`src/rtl/stream_mux_rr.sv`:
```
// N-channel stream mux, fixed-select or round-robin, packet-locked on `last`.
// 1-cycle accept->out_valid; inputs stall (in_ready low) while the output register is full and out_ready is low.
module stream_mux_rr #(
    parameter int WIDTH = 8,
    parameter int CH    = 4,
    parameter int SELW  = 2
) (
    input  logic                  clk,
    input  logic                  rst,
    input  logic [CH*WIDTH-1:0]   in_data,
    input  logic [CH-1:0]         in_valid,
    input  logic [CH-1:0]         in_last,
    output logic [CH-1:0]         in_ready,
    input  logic [SELW-1:0]       sel,
    input  logic                  rr_en,
    output logic [WIDTH-1:0]      out_data,
    output logic                  out_valid,
    output logic                  out_last,
    output logic [SELW-1:0]       out_ch,
    input  logic                  out_ready
);

    typedef enum logic [0:0] {IDLE, LOCKED} state_t;

    state_t            state_q, state_d;
    logic [SELW-1:0]   lock_ch_q, lock_ch_d;
    logic [SELW-1:0]   rr_ptr_q, rr_ptr_d;
    logic [WIDTH-1:0]  out_data_q, out_data_d;
    logic              out_valid_q, out_valid_d;
    logic              out_last_q, out_last_d;
    logic [SELW-1:0]   out_ch_q, out_ch_d;

    logic [SELW-1:0]   grant;
    logic              grant_vld;
    logic [SELW-1:0]   rr_idx;
    logic              load_ok;
    logic              accept;
    logic [WIDTH-1:0]  acc_data;
    logic              acc_last;

    assign load_ok = !out_valid_q || out_ready;

    // Descending scan so the lowest offset from rr_ptr+1 wins without a break.
    always_comb begin
        grant     = '0;
        grant_vld = 1'b0;
        rr_idx    = '0;
        if (state_q == LOCKED) begin
            grant     = lock_ch_q;
            grant_vld = 1'b1;
        end else if (!rr_en) begin
            grant     = sel;
            grant_vld = (int'(sel) < CH);
        end else begin
            for (int k = CH; k >= 1; k--) begin
                rr_idx = SELW'((int'(rr_ptr_q) + k) % CH);
                if (in_valid[rr_idx]) begin
                    grant     = rr_idx;
                    grant_vld = 1'b1;
                end
            end
        end
    end

    always_comb begin
        in_ready = '0;
        acc_data = '0;
        acc_last = 1'b0;
        for (int i = 0; i < CH; i++) begin
            if (grant_vld && (grant == SELW'(i))) begin
                in_ready[i] = load_ok && !rst;
                acc_data    = in_data[i*WIDTH +: WIDTH];
                acc_last    = in_last[i];
            end
        end
    end

    assign accept = |(in_valid & in_ready);

    always_comb begin
        state_d     = state_q;
        lock_ch_d   = lock_ch_q;
        rr_ptr_d    = rr_ptr_q;
        out_data_d  = out_data_q;
        out_valid_d = out_valid_q;
        out_last_d  = out_last_q;
        out_ch_d    = out_ch_q;

        if (accept) begin
            out_data_d  = acc_data;
            out_last_d  = acc_last;
            out_ch_d    = grant;
            out_valid_d = 1'b1;
        end else if (out_ready) begin
            out_valid_d = 1'b0;
        end

        if (accept) begin
            if (state_q == IDLE) begin
                if (rr_en) begin
                    rr_ptr_d = grant;
                end
                if (!acc_last) begin
                    state_d   = LOCKED;
                    lock_ch_d = grant;
                end
            end else if (acc_last) begin
                state_d = IDLE;
            end
        end
    end

    always_ff @(posedge clk or posedge rst) begin
        if (rst) begin
            state_q     <= IDLE;
            lock_ch_q   <= '0;
            rr_ptr_q    <= SELW'(CH - 1);
            out_data_q  <= '0;
            out_valid_q <= 1'b0;
            out_last_q  <= 1'b0;
            out_ch_q    <= '0;
        end else begin
            state_q     <= state_d;
            lock_ch_q   <= lock_ch_d;
            rr_ptr_q    <= rr_ptr_d;
            out_data_q  <= out_data_d;
            out_valid_q <= out_valid_d;
            out_last_q  <= out_last_d;
            out_ch_q    <= out_ch_d;
        end
    end

    assign out_data  = out_data_q;
    assign out_valid = out_valid_q;
    assign out_last  = out_last_q;
    assign out_ch    = out_ch_q;

endmodule
```
`config.mk`:
```
export PLATFORM = sky130hd
export DESIGN_NAME = stream_mux_rr
export DESIGN_NICKNAME = d
export VERILOG_FILES = /design/src/rtl/stream_mux_rr.sv
export SDC_FILE = /design/constraint.sdc
export NUM_CORES = 1
export LEC_CHECK = 0
export BUFFER_PORTS_ARGS = -buffer_cell sky130_fd_sc_hd__buf_2
export CAP_MARGIN = 25
export CORE_MARGIN = 4
export CORE_UTILIZATION = 40
export DETAILED_ROUTE_END_ITERATION = 8
export PLACE_DENSITY = 0.71
export SLEW_MARGIN = 20
export SYNTH_ARGS = -nofsm -noshare
export SYNTH_HDL_FRONTEND = slang
export SYNTH_SLANG_ARGS = --single-unit
```
`constraint.sdc`:
```
create_clock -name clk -period 4.13 [get_ports clk]
set_input_delay 0.413 -clock clk [delete_from_list [all_inputs] [get_ports clk]]
set_output_delay 0.413 -clock clk [all_outputs]
set_load 0.01 [all_outputs]
```
==> run metrics <==
power density cells 688 nW/um2; synth warn 0; status completed; post-route setup TNS 0 ps; initial antenna violation count 0; post-synthesis compound-gate area fraction 0.242; grt total ovfl 0; Post-DRT Antenna Nets 0; flops & latches, synth 17; actual slew at the worst max-slew pin 695 ps; Hold Fails Final Rpt 0; Slowest cell on crit path o31ai_4; post-synthesis adder-cell area fraction 0; crit path buf inv count 0; Final setup viols 0; clock buffer depth 2; Core ar. 3050 um2; chip width 64.7 um; via/cell ratio 5.56; Top delay family on crit path multiplexers; mean post-synth cell area 9.30 um2; I/O Pins 62; CTS Buf Count 3; clock root buffer master clkbuf_4; post-placement worst setup slack 1140 ps; Detail Placement HPWL 2760 um; die span in y 64.7 um; post-CTS setup buffers 0; CP Class reg -> reg; Hold Path Class in -> async; Tmin final 2860 ps; fraction of layout cells with a size suffix above 1 0.431; Max VDD drop 186 uV; Diodes inserted 0; Initial Util 0.420; Final GP Congestion 0.884; DRC Markers 0; final wirelength 3450 um; H-tree levels 1; filler cell count in the final layout 299; Syn Inst Count 138; simple logic cell fraction of the synthesized area 0.200; Clk pin slew, worst setup/hold paths 100 ps; Final Power 0.00112 W; wire per inst 14.3 um; largest cells by area after synthesis dfrtp_1 (29%), mux2_4 (8.2%), a221oi_1 (5.5%), mux2i_1 (5.5%), nand2_1 (5.0%); Crit path arrival time 3040 ps; first-pass GRT wire length 5620 um; Layout Cell Area excl Fill 1630 um2; cell taking the most area after synthesis dfrtp_1; register area 428 um2; largest family of logic cells by synthesized area compound AO/OA/AOI/OAI gates; CP max stage delay 510 ps; Post-Syn Nets 184; RSZ-0062 raised after global routing false; clock latency on the worst-skew pair 280 ps; gr usage total 0.169; CP required 4300 ps; P&R area growth vs syn 27.1%; sequential-to-total area share from yosys stat 0.333; Max Slew Vio Count 0; Synth Area in XOR/XNOR 0; row count 20; max_cap viols 0; final cycle utilization of the critical path 0.693; CP Max Fanout 14; Die Area 4180 um2; Area after DPL 1610 um2; Final WS setup 1270 ps; clk_skew 2.86 ps; CTS tree built; Startpoint Class flip-flop; largest net degree at the start of global routing 22; Buffers on Ports 61; Initial DRC Count 63; Rel. slew slack 0.536; Critical Path Sink Type flip-flop; DR pass1 iterations 4; post_cts resized 0; multi-input logic area 776 um2; Post-synth EDFFs 0; share of the synthesized area in the top cell type 0.292; vias 1339; vias in the first global route 1264; Leakage 0.804 nW; multiplexer area fraction after synthesis 0.163; Netlist cell types 44; mapped cell area 1280 um2; Most used DFF post-synth dfrtp_1; fmax 349 MHz; hold-fix buffers at CTS 0; crit path cell chain and2b_1 > o21ai_2 > o31ai_4 > mux2i_1 > a21oi_2 > nand2_1 > mux2_1; ys async rst share 1.00; Nets 244; Num Clock Sinks 17
[per-layer routing]
| metal | vias to the layer above | GRT usage | share of wire | wire [um] |
|---|---|---|---|---|
| li1 | 639 | - | - | - |
| met1 | 630 | 0.203 | 0.45 | 1570 |
| met2 | 62 | 0.295 | 0.44 | 1510 |
| met3 | 8 | 0.0451 | 0.094 | 325 |
| met4 | 0 | 0.0475 | 0.012 | 40 |
| met5 | - | 0 | 0 | 0 |
[cell usage after synthesis, types with 2 or more instances]
| cell | instances |
|---|---|
| clkbuf_1 | 2 |
| a21oi_2 | 2 |
| a31oi_1 | 8 |
| nor3b_1 | 2 |
| nand2_1 | 17 |
| a21oi_1 | 3 |
| mux2i_1 | 7 |
| nand3_1 | 8 |
| dfrtp_1 | 15 |
| dfstp_2 | 2 |
| nand2b_1 | 5 |
| a221oi_1 | 8 |
| a21o_1 | 2 |
| buf_6 | 2 |
| inv_1 | 7 |
| nor2_1 | 7 |
| buf_2 | 3 |
| mux2_4 | 7 |
| o21ai_1 | 4 |
| mux2_1 | 3 |
[final cells by class]
cell class                 instances  share of cell area
timing repair buffer              63               0.196
sequential                        17               0.262
inverter                           7              0.0161
clock buffer                       4              0.0161
multi-input combinational        106               0.475
tap                               44              0.0337
[logic make-up after synthesis]
| group | after synthesis |
|---|---|
| AND/OR/NAND/NOR | 50 |
| AO/OA/AOI/OAI | 39 |
| multiplexers | 17 |
| flip-flops | 17 |
| buffers and inverters | 15 |
[cells in the final DEF, fill, tap and decap left out, types with 2 or more instances in the layout]
cell	Yosys	layout
a21o_1	2	2
a21oi_1	3	3
a21oi_2	2	2
a221oi_1	8	8
a31oi_1	8	8
buf_2	3	61
buf_4	0	2
clkbuf_4	0	3
dfrtp_1	15	15
dfstp_2	2	2
inv_1	7	7
mux2_1	3	3
mux2_4	7	7
mux2i_1	7	7
nand2_1	17	17
nand2b_1	5	5
nand3_1	8	8
nor2_1	7	7
nor3b_1	2	2
o21ai_1	4	4
[power breakdown]
| group | internal (W) | leakage [nW] | switching (W) |
|---|---|---|---|
| combinational | 0.000332 | 0.592 | 0.000382 |
| clock | 0.0000375 | 0.0150 | 0.0000506 |
| sequential | 0.000259 | 0.197 | 0.0000628 |
[registers in the layout, indices dropped and copies added, names as in the netlist]
| register | count |
|---|---|
| rr_ptr_q | 2 |
| out_data | 8 |
| state_q | 1 |
| out_ch | 2 |
| lock_ch_q | 2 |
| out_last | 1 |
| out_valid | 1 |
[worst paths after layout]
path | cells past startpoint | start | endpoint | slack [ps]
worst min register to register | 1 | out_data[6] | out_data[6] | 500
max in group asynchronous | 2 | rst | lock_ch_q[0] | 3470
worst max register to register | 7 | state_q | out_data[6] | 1270
worst max-delay path | 7 | state_q | out_data[6] | 1270
min in group clk | 3 | out_ready | out_valid | 420
worst min-delay path | 2 | rst | out_data[3] | 220
[per-stage QoR]
step	std cells	util	hold slack [ps]
floorplan	138	-	351
global placement	237	0.526	471
detailed placement	237	0.526	480
CTS	241	0.534	236
global route	241	0.534	285
finish	241	0.534	216
No activity file was read; power rests on OpenSTA's default activity.
